===== src/rtl/text_scanner.sv =====
`default_nettype none
// ============================================================================
// Module   : text_scanner
// Purpose  : Raster-to-glyph scanner with a flop character buffer feeding a
//            glyph ROM; optional blinking cursor via TEXT_SCANNER_CURSOR_EN.
// Revision : 1.0
// ============================================================================
module text_scanner #(
  parameter int                    ADDR_WIDTH   = 6,
  parameter int                    COLS         = 16,
  parameter int                    ROWS         = 4,
  parameter int                    X0           = 0,
  parameter int                    Y0           = 0,
  parameter logic [ADDR_WIDTH-1:0] BLANK_CODE   = '1,
  parameter int                    BLINK_FRAMES = 30,
  localparam int                   CELLS        = COLS * ROWS,
  localparam int                   CW           = (CELLS > 1) ? $clog2(CELLS) : 1
) (
  input  logic                  clk,
  input  logic                  rst,
  input  logic [9:0]            x,
  input  logic [9:0]            y,
  input  logic                  de,
  input  logic                  hsync,
  input  logic                  vsync,
  input  logic                  wr_en,
  input  logic [CW-1:0]         wr_addr,
  input  logic [ADDR_WIDTH-1:0] wr_data,
  input  logic                  clr,
  input  logic [CW-1:0]         cursor_addr,
  output logic [ADDR_WIDTH-1:0] char,
  output logic [2:0]            row,
  output logic [2:0]            col,
  input  logic                  dot,
  output logic                  pix,
  output logic                  de_o,
  output logic                  hsync_o,
  output logic                  vsync_o
);

  localparam logic [31:0] WIN_W = 32'(8 * COLS);
  localparam logic [31:0] WIN_H = 32'(8 * ROWS);

  logic [ADDR_WIDTH-1:0] buf_q [CELLS];

  logic [31:0]           x_rel;
  logic [31:0]           y_rel;
  logic [CW-1:0]         cell_idx;
  logic                  in_win;
  logic [ADDR_WIDTH-1:0] char_d, char_q;
  logic [2:0]            row_d, row_q;
  logic [2:0]            col_d, col_q;
  logic                  in_win_q;
  logic                  blank_q;
  logic                  de_q, hsync_q, vsync_q;
  logic                  cursor_term;
  logic                  pix_d, pix_q;
  logic                  de_o_q, hsync_o_q, vsync_o_q;

  // Below-origin positions wrap to huge unsigned values, so one compare per axis suffices.
  assign x_rel    = 32'(x) - 32'(X0);
  assign y_rel    = 32'(y) - 32'(Y0);
  assign in_win   = de && (x_rel < WIN_W) && (y_rel < WIN_H);
  assign cell_idx = CW'((y_rel >> 3) * 32'(COLS) + (x_rel >> 3));

  always_comb begin
    char_d = BLANK_CODE;
    row_d  = 3'd0;
    col_d  = 3'd0;
    if (in_win) begin
      char_d = buf_q[cell_idx];
      row_d  = y[2:0];
      col_d  = x[2:0];
    end
  end

  // clr outranks a coincident write; the read above sees the pre-edge contents.
  always_ff @(posedge clk) begin
    if (rst || clr) begin
      for (int i = 0; i < CELLS; i++) begin
        buf_q[i] <= BLANK_CODE;
      end
    end else if (wr_en && (32'(wr_addr) < 32'(CELLS))) begin
      buf_q[wr_addr] <= wr_data;
    end
  end

  always_ff @(posedge clk) begin
    if (rst) begin
      char_q   <= BLANK_CODE;
      row_q    <= 3'd0;
      col_q    <= 3'd0;
      in_win_q <= 1'b0;
      blank_q  <= 1'b1;
      de_q     <= 1'b0;
      hsync_q  <= 1'b0;
      vsync_q  <= 1'b0;
    end else begin
      char_q   <= char_d;
      row_q    <= row_d;
      col_q    <= col_d;
      in_win_q <= in_win;
      blank_q  <= (char_d == BLANK_CODE);
      de_q     <= de;
      hsync_q  <= hsync;
      vsync_q  <= vsync;
    end
  end

`ifdef TEXT_SCANNER_CURSOR_EN
  localparam int BW = (BLINK_FRAMES > 1) ? $clog2(BLINK_FRAMES) : 1;

  logic [BW-1:0] blink_cnt_d, blink_cnt_q;
  logic          phase_d, phase_q;
  logic          vsync_prev_q;
  logic          hit_q;

  always_comb begin
    blink_cnt_d = blink_cnt_q;
    phase_d     = phase_q;
    if (vsync && !vsync_prev_q) begin
      if (blink_cnt_q == BW'(BLINK_FRAMES - 1)) begin
        blink_cnt_d = '0;
        phase_d     = ~phase_q;
      end else begin
        blink_cnt_d = blink_cnt_q + 1'b1;
      end
    end
  end

  always_ff @(posedge clk) begin
    if (rst) begin
      blink_cnt_q  <= '0;
      phase_q      <= 1'b0;
      vsync_prev_q <= 1'b0;
      hit_q        <= 1'b0;
    end else begin
      blink_cnt_q  <= blink_cnt_d;
      phase_q      <= phase_d;
      vsync_prev_q <= vsync;
      hit_q        <= in_win && (cell_idx == cursor_addr);
    end
  end

  assign cursor_term = phase_q & hit_q;
`else
  logic unused_cursor;
  assign unused_cursor = ^cursor_addr;
  assign cursor_term   = 1'b0;
`endif

  assign pix_d = (dot & in_win_q & ~blank_q) ^ cursor_term;

  always_ff @(posedge clk) begin
    if (rst) begin
      pix_q     <= 1'b0;
      de_o_q    <= 1'b0;
      hsync_o_q <= 1'b0;
      vsync_o_q <= 1'b0;
    end else begin
      pix_q     <= pix_d;
      de_o_q    <= de_q;
      hsync_o_q <= hsync_q;
      vsync_o_q <= vsync_q;
    end
  end

  assign char    = char_q;
  assign row     = row_q;
  assign col     = col_q;
  assign pix     = pix_q;
  assign de_o    = de_o_q;
  assign hsync_o = hsync_o_q;
  assign vsync_o = vsync_o_q;

endmodule
`default_nettype wire

===== config.mk =====
export PLATFORM = sky130hd
export DESIGN_NAME = text_scanner
export DESIGN_NICKNAME = d
export VERILOG_FILES = /design/src/rtl/text_scanner.sv
export SDC_FILE = /design/constraint.sdc
export NUM_CORES = 1
export LEC_CHECK = 0
export BUFFER_PORTS_ARGS = -buffer_cell sky130_fd_sc_hd__buf_4
export CAP_MARGIN = 20
export CELL_PAD_IN_SITES_DETAIL_PLACEMENT = 2
export CELL_PAD_IN_SITES_GLOBAL_PLACEMENT = 2
export CORE_ASPECT_RATIO = 1.1
export CORE_MARGIN = 2
export CORE_UTILIZATION = 41
export CTS_CLUSTER_DIAMETER = 40
export CTS_CLUSTER_SIZE = 40
export DETAILED_ROUTE_END_ITERATION = 8
export PLACE_DENSITY_LB_ADDON = 0.1
export SYNTH_ARGS = -nofsm -noshare
export SYNTH_HDL_FRONTEND = slang
export SYNTH_SLANG_ARGS = --single-unit

===== constraint.sdc =====
create_clock -name clk -period 2.8 [get_ports clk]
set_clock_uncertainty 0.05 [all_clocks]
set_input_delay 0.84 -clock clk [delete_from_list [all_inputs] [get_ports clk]]
set_output_delay 0.84 -clock clk [all_outputs]
set_load 0.02 [all_outputs]

# After elaboration in Yosys (flattened, before gate mapping)

Memories as Yosys holds them, arrays and structs flattened.
Cells that the tools add are included.

Flip-flop bits (word level): 21
Memory bits (writable): 384
Bits of input ports: 46
Memories kept: 1

Add/subtract/negate cells: 1
Magnitude comparators: 2
Equality and inequality tests: 1
Mux-type cells: 9
Bitwise gates (word level): 4
Reductions and logical operators: 5

Memory list:

| name  | depth | width | rd ports | clocked after Yosys merged registers in | wr ports | RTL line | RTL |
|---|---|---|---|---|---|---|---|
| buf_q | 64    | 6     | 1        | 0                                       | 64       | 44       | `logic [ADDR_WIDTH-1:0] buf_q [CELLS];` |

Operator list:

| operator              | count |
|---|---|
| $mux W6               | 3 |
| $lt A10 B6 Y1 const B | 1 |
| $lt A10 B8 Y1 const B | 1 |
| $add A6 B6 Y6         | 1 |
| $eq A6 B6 Y1 const B  | 1 |
| $mux W1               | 6 |
| $reduce_or A6 Y1      | 1 |
| $and A1 B1 Y1         | 2 |
| $logic_and A1 B1 Y1   | 2 |
| $not A1 Y1            | 2 |
| $reduce_or A2 Y1      | 1 |
| $logic_or A1 B1 Y1    | 1 |

# Longest topological paths before layout

Word-level depth: 5
Depth in mapped cells: 11

# Worst setup path after synthesis

Ideal clock, no wire load.

Path kind: input-to-reg
Start: input wr_addr[0]
End: memory buf_q[20][0] (enable)
Setup time: 0.377 ns
Data arrival time: 2.459 ns
Required time: 2.373 ns
Slack: -0.086 ns
Cell stages on the path: 5
Buffers on the path: 2
Cell sequence: or3_1 or3_1 clkbuf_1 clkbuf_1 o21ai_0

RTL lines:

| item            | RTL line | RTL |
|---|---|---|
| start, declared | 27       | `input logic [CW-1:0] wr_addr,` |
| end, declared   | 44       |  |

# Final worst setup path

Start: input x[3]
End: register blank_q

Word-level cells in the longest chain between the ends: 5

Ends and longest elaborated chain:

| item                                                                  | RTL line | RTL |
|---|---|---|
| start, declared                                                       | 21       | `input logic [9:0] x,` |
| parallel branches: the longest is 3 deep, another holds $add A6 B6 Y6 | n/a      |  |
| $mux W6 (*)                                                           | 70       | `if (in_win) begin` |
| $eq A6 B6 Y1 (*)                                                      | 103      | `blank_q <= (char_d == BLANK_CODE);` |
| end signal, assigned                                                  | 103      |  |
| end, declared                                                         | 54       | `logic blank_q;` |

Every way passes the cells marked *.
A chain may end at the register's enable or synchronous reset.

==> flow_metrics.py <==
metrics = {
    "setup_path": {
        "worst_setup_path_end_kind": "flop",
        "crit_type": "input pin to flop",
        "worst-r2r-cell-count": 6,
        "crit_path_max_fanout": 6,
        "critical_path_arrival_ps": 3080,
        "critPathRequiredTime_ps": 3200,
        "critPathLaunchType": "input pin",
    },
    "timing": {
        "grt_setup_unrepaired": "false",
        "worstMarginPinSlew_ps": 899,
        "hold_viol_final": 0,
        "finalSetupViolations": 0,
        "timing.final.max_slew_violations": 0,
        "layout_min_cycle_time_ps": 2680,
        "fmax_mhz": 373,
        "max-slew-margin-rel_pct": 40.1,
        "min_period_over_period_pct": 95.8,
    },
    "place": {
        "detailed_place_hpwl_um": 38300,
        "port-buffer-count": 55,
        "finalWeightedCongestion": 0.811,
    },
    "power": {
        "power.total_uw": 16800,
        "irDropWorstVdd_mv": 0.543,
        "cellPowerDensity_nw_per_um2": 723,
        "static_power_due_to_leakage_uw": 0.00729,
    },
    "floorplanning": {
        "core_area_um2": 45600,
        "initial_standard_cell_utilization_of_the_core_pct": 41.4,
        "dieWidth_um": 209,
        "num_io_pins": 62,
        "die_h_um": 229,
        "std_cell_rows": 82,
        "design.die.area_um2": 47800,
    },
    "final_layout": {
        "syn2layout_area_growth_pct": 22.7,
        "fill_count": 4254,
        "layout-drive-gt1-share_pct": 35.9,
        "fin_util_pct": 50.9,
        "diodes": 0,
        "layout.nets": 1513,
    },
    "synthesis": {
        "netlist_area_um2": 18900,
        "synth.yosys.warnings": 0,
        "netlist-cell-type-count": 58,
        "synthArstFlopShare_pct": 0,
        "yosysSeqAreaShare_pct": 63.3,
        "syn-num-nets": 1360,
        "ys_seq_elements": 405,
        "synth_ff_type": "sky130_fd_sc_hd__edfxtp_1",
        "synth_area_per_cell_um2": 14.4,
        "synthesis.instances": 1313,
        "edff_count_synth": 384,
    },
    "cts": {
        "ctsHtreeMaxLevel": 3,
        "clk_root_buffer_cell": "sky130_fd_sc_hd__clkbuf_16",
        "clkSinkCount": 405,
        "clock_latency_ps": 590,
        "ctsResizeCount": 0,
        "clockBufferDepth": 3,
        "clock_tree_from_tritoncts": "yes",
        "cts_hold_repair_buffers": 0,
        "postCtsSetupBuffers": 0,
        "cts.reportedPaths.clkPinSlew_ps": 50,
        "tritoncts.num_buffers": 68,
    },
    "drt": {
        "drt_first_iter_violations": 617,
        "ant_nets": 0,
        "firstDrtPassIters": 5,
        "detail_route.vias_per_cell": 5.84,
        "wl_um": 61200,
        "via_count": 12300,
        "residual_drc_count": 0,
        "wl_per_cell_um": 29.0,
    },
    "run_status": {
        "run_status": "finished, final reports clean",
    },
    "global_routing": {
        "grt_start_max_net_pins": 65,
        "grt_use_total_pct": 26.4,
        "grt_antenna_before_repair": 3,
        "grt_remaining_overflow": 0,
        "grt_pass1_wl_um": 92400,
        "via_count_of_the_first_global_routing_pass": 14000,
    },
    "min_path": {
        "min_path_type": "flop to flop",
        "whs_path_depth": 1,
    },
    "job": {
        "drv.max_cap_violation_count": 0,
    },
}
-- metal layers --
metal | vias to the layer above | part of all wire [%] | GRT usage, %
met5 | - | 0.044 | 0
met4 | 4 | 3.3 | 10.4
met3 | 128 | 5.1 | 4.59
met2 | 334 | 52 | 46.8
met1 | 6466 | 40 | 32.1
li1 | 5371 | - | -
-- cell usage in the layout, fill, tap and decap left out, drive strengths merged, types with 6 or more instances in the layout --
cell type    n
mux2         9
nand3        7
bufinv       8
mux4        89
a22oi       20
edfxtp     384
clkinvlp     7
or2        103
or3        294
nand2       55
dfxtp       21
buf        238
nor2         6
nor2b       13
clkinv      26
and2         9
o21ai       49
mux2i       23
inv          8
clkbuf      80
o22ai        8
-- final timing paths --
path,slack [ps],end,from
setup / recovery,120,blank_q,x[3]
hold / removal,390,pix,blank_q
setup reg to reg,400,blank_q,buf_q[49][4]
hold reg to reg,390,pix,blank_q
-- synth_stat cells, types with 6 or more instances --
library cell | count | area share [%]
sky130_fd_sc_hd__buf_4 | 10 | 0.40
sky130_fd_sc_hd__o22ai_1 | 8 | 0.27
sky130_fd_sc_hd__nor2b_1 | 13 | 0.43
sky130_fd_sc_hd__mux4_2 | 89 | 11
sky130_fd_sc_hd__clkbuf_1 | 123 | 2.4
sky130_fd_sc_hd__or3_1 | 294 | 9.7
sky130_fd_sc_hd__nand3_1 | 7 | 0.19
sky130_fd_sc_hd__buf_2 | 6 | 0.16
sky130_fd_sc_hd__or2_2 | 99 | 3.3
sky130_fd_sc_hd__o21ai_0 | 48 | 1.3
sky130_fd_sc_hd__a22oi_1 | 20 | 0.80
sky130_fd_sc_hd__edfxtp_1 | 384 | 61
sky130_fd_sc_hd__and2_1 | 9 | 0.30
sky130_fd_sc_hd__nand2_1 | 55 | 1.1
sky130_fd_sc_hd__mux2_2 | 6 | 0.36
sky130_fd_sc_hd__nor2_1 | 6 | 0.12
sky130_fd_sc_hd__buf_1 | 6 | 0.12
sky130_fd_sc_hd__mux2i_1 | 23 | 1.2
sky130_fd_sc_hd__dfxtp_1 | 21 | 2.2
-- cell type report --
type / instances / area (um^2) / share of cell area, %
sequential: 405 / 12000 / 51.6
multi-input combinational: 748 / 6200 / 26.8
timing repair buffer: 238 / 1980 / 8.54
clock buffer: 80 / 1810 / 7.82
tap: 588 / 736 / 3.18
clock inverter: 44 / 469 / 2.03
inverter: 5 / 18.8 / 0.0810
-- where the power goes --
part | switching [uW] | total, uW | internal (uW)
combinational | 786 | 1340 | 558
sequential | 100 | 7020 | 6920
clock | 3020 | 8390 | 5380
total | 3900 | 16800 | 12800
-- per-stage QoR --
step	hold WS (ps)	TNS, ps	cells	cell area (um^2)	setup slack (ps)
finish	390	0	2108	23200	117
global route	408	0	2108	23200	74.1
CTS	390	0	2108	23200	155
detailed placement	389	-10870	1984	20900	-439
global placement	371	-6390	1984	20900	-408
floorplan	324	-7720	1313	18900	-86.4
-- critical path, stage by stage --
cell,delay (ps)
sky130_fd_sc_hd__buf_6,170
sky130_fd_sc_hd__buf_12,150
sky130_fd_sc_hd__buf_4,150
sky130_fd_sc_hd__mux4_2,560
sky130_fd_sc_hd__a22oi_1,260
sky130_fd_sc_hd__a21oi_1,170
sky130_fd_sc_hd__or4_1,550
sky130_fd_sc_hd__o2111ai_1,130
sky130_fd_sc_hd__o41ai_2,80
-- flip-flops by register name (all words and copies together) (netlist names), 3 cells and up --
name / count
char: 6
col: 3
row: 3
buf_q: 384
-- logic make-up (layout without fill, tap and decap cells) --
| group | Yosys count | count (layout) | synth area share, % |
|---|---|---|---|
| simple gates | 510 | 510 | 16.1 |
| flops | 405 | 405 | 63.3 |
| buf+inv | 160 | 367 | 3.89 |
| mux | 121 | 121 | 12.4 |
| compound gates | 114 | 114 | 3.98 |
| xor+xnor | 2 | 2 | 0.245 |
| fa+ha+maj | 1 | 1 | 0.0663 |
Note: power is estimated with default switching activity, not from simulation.
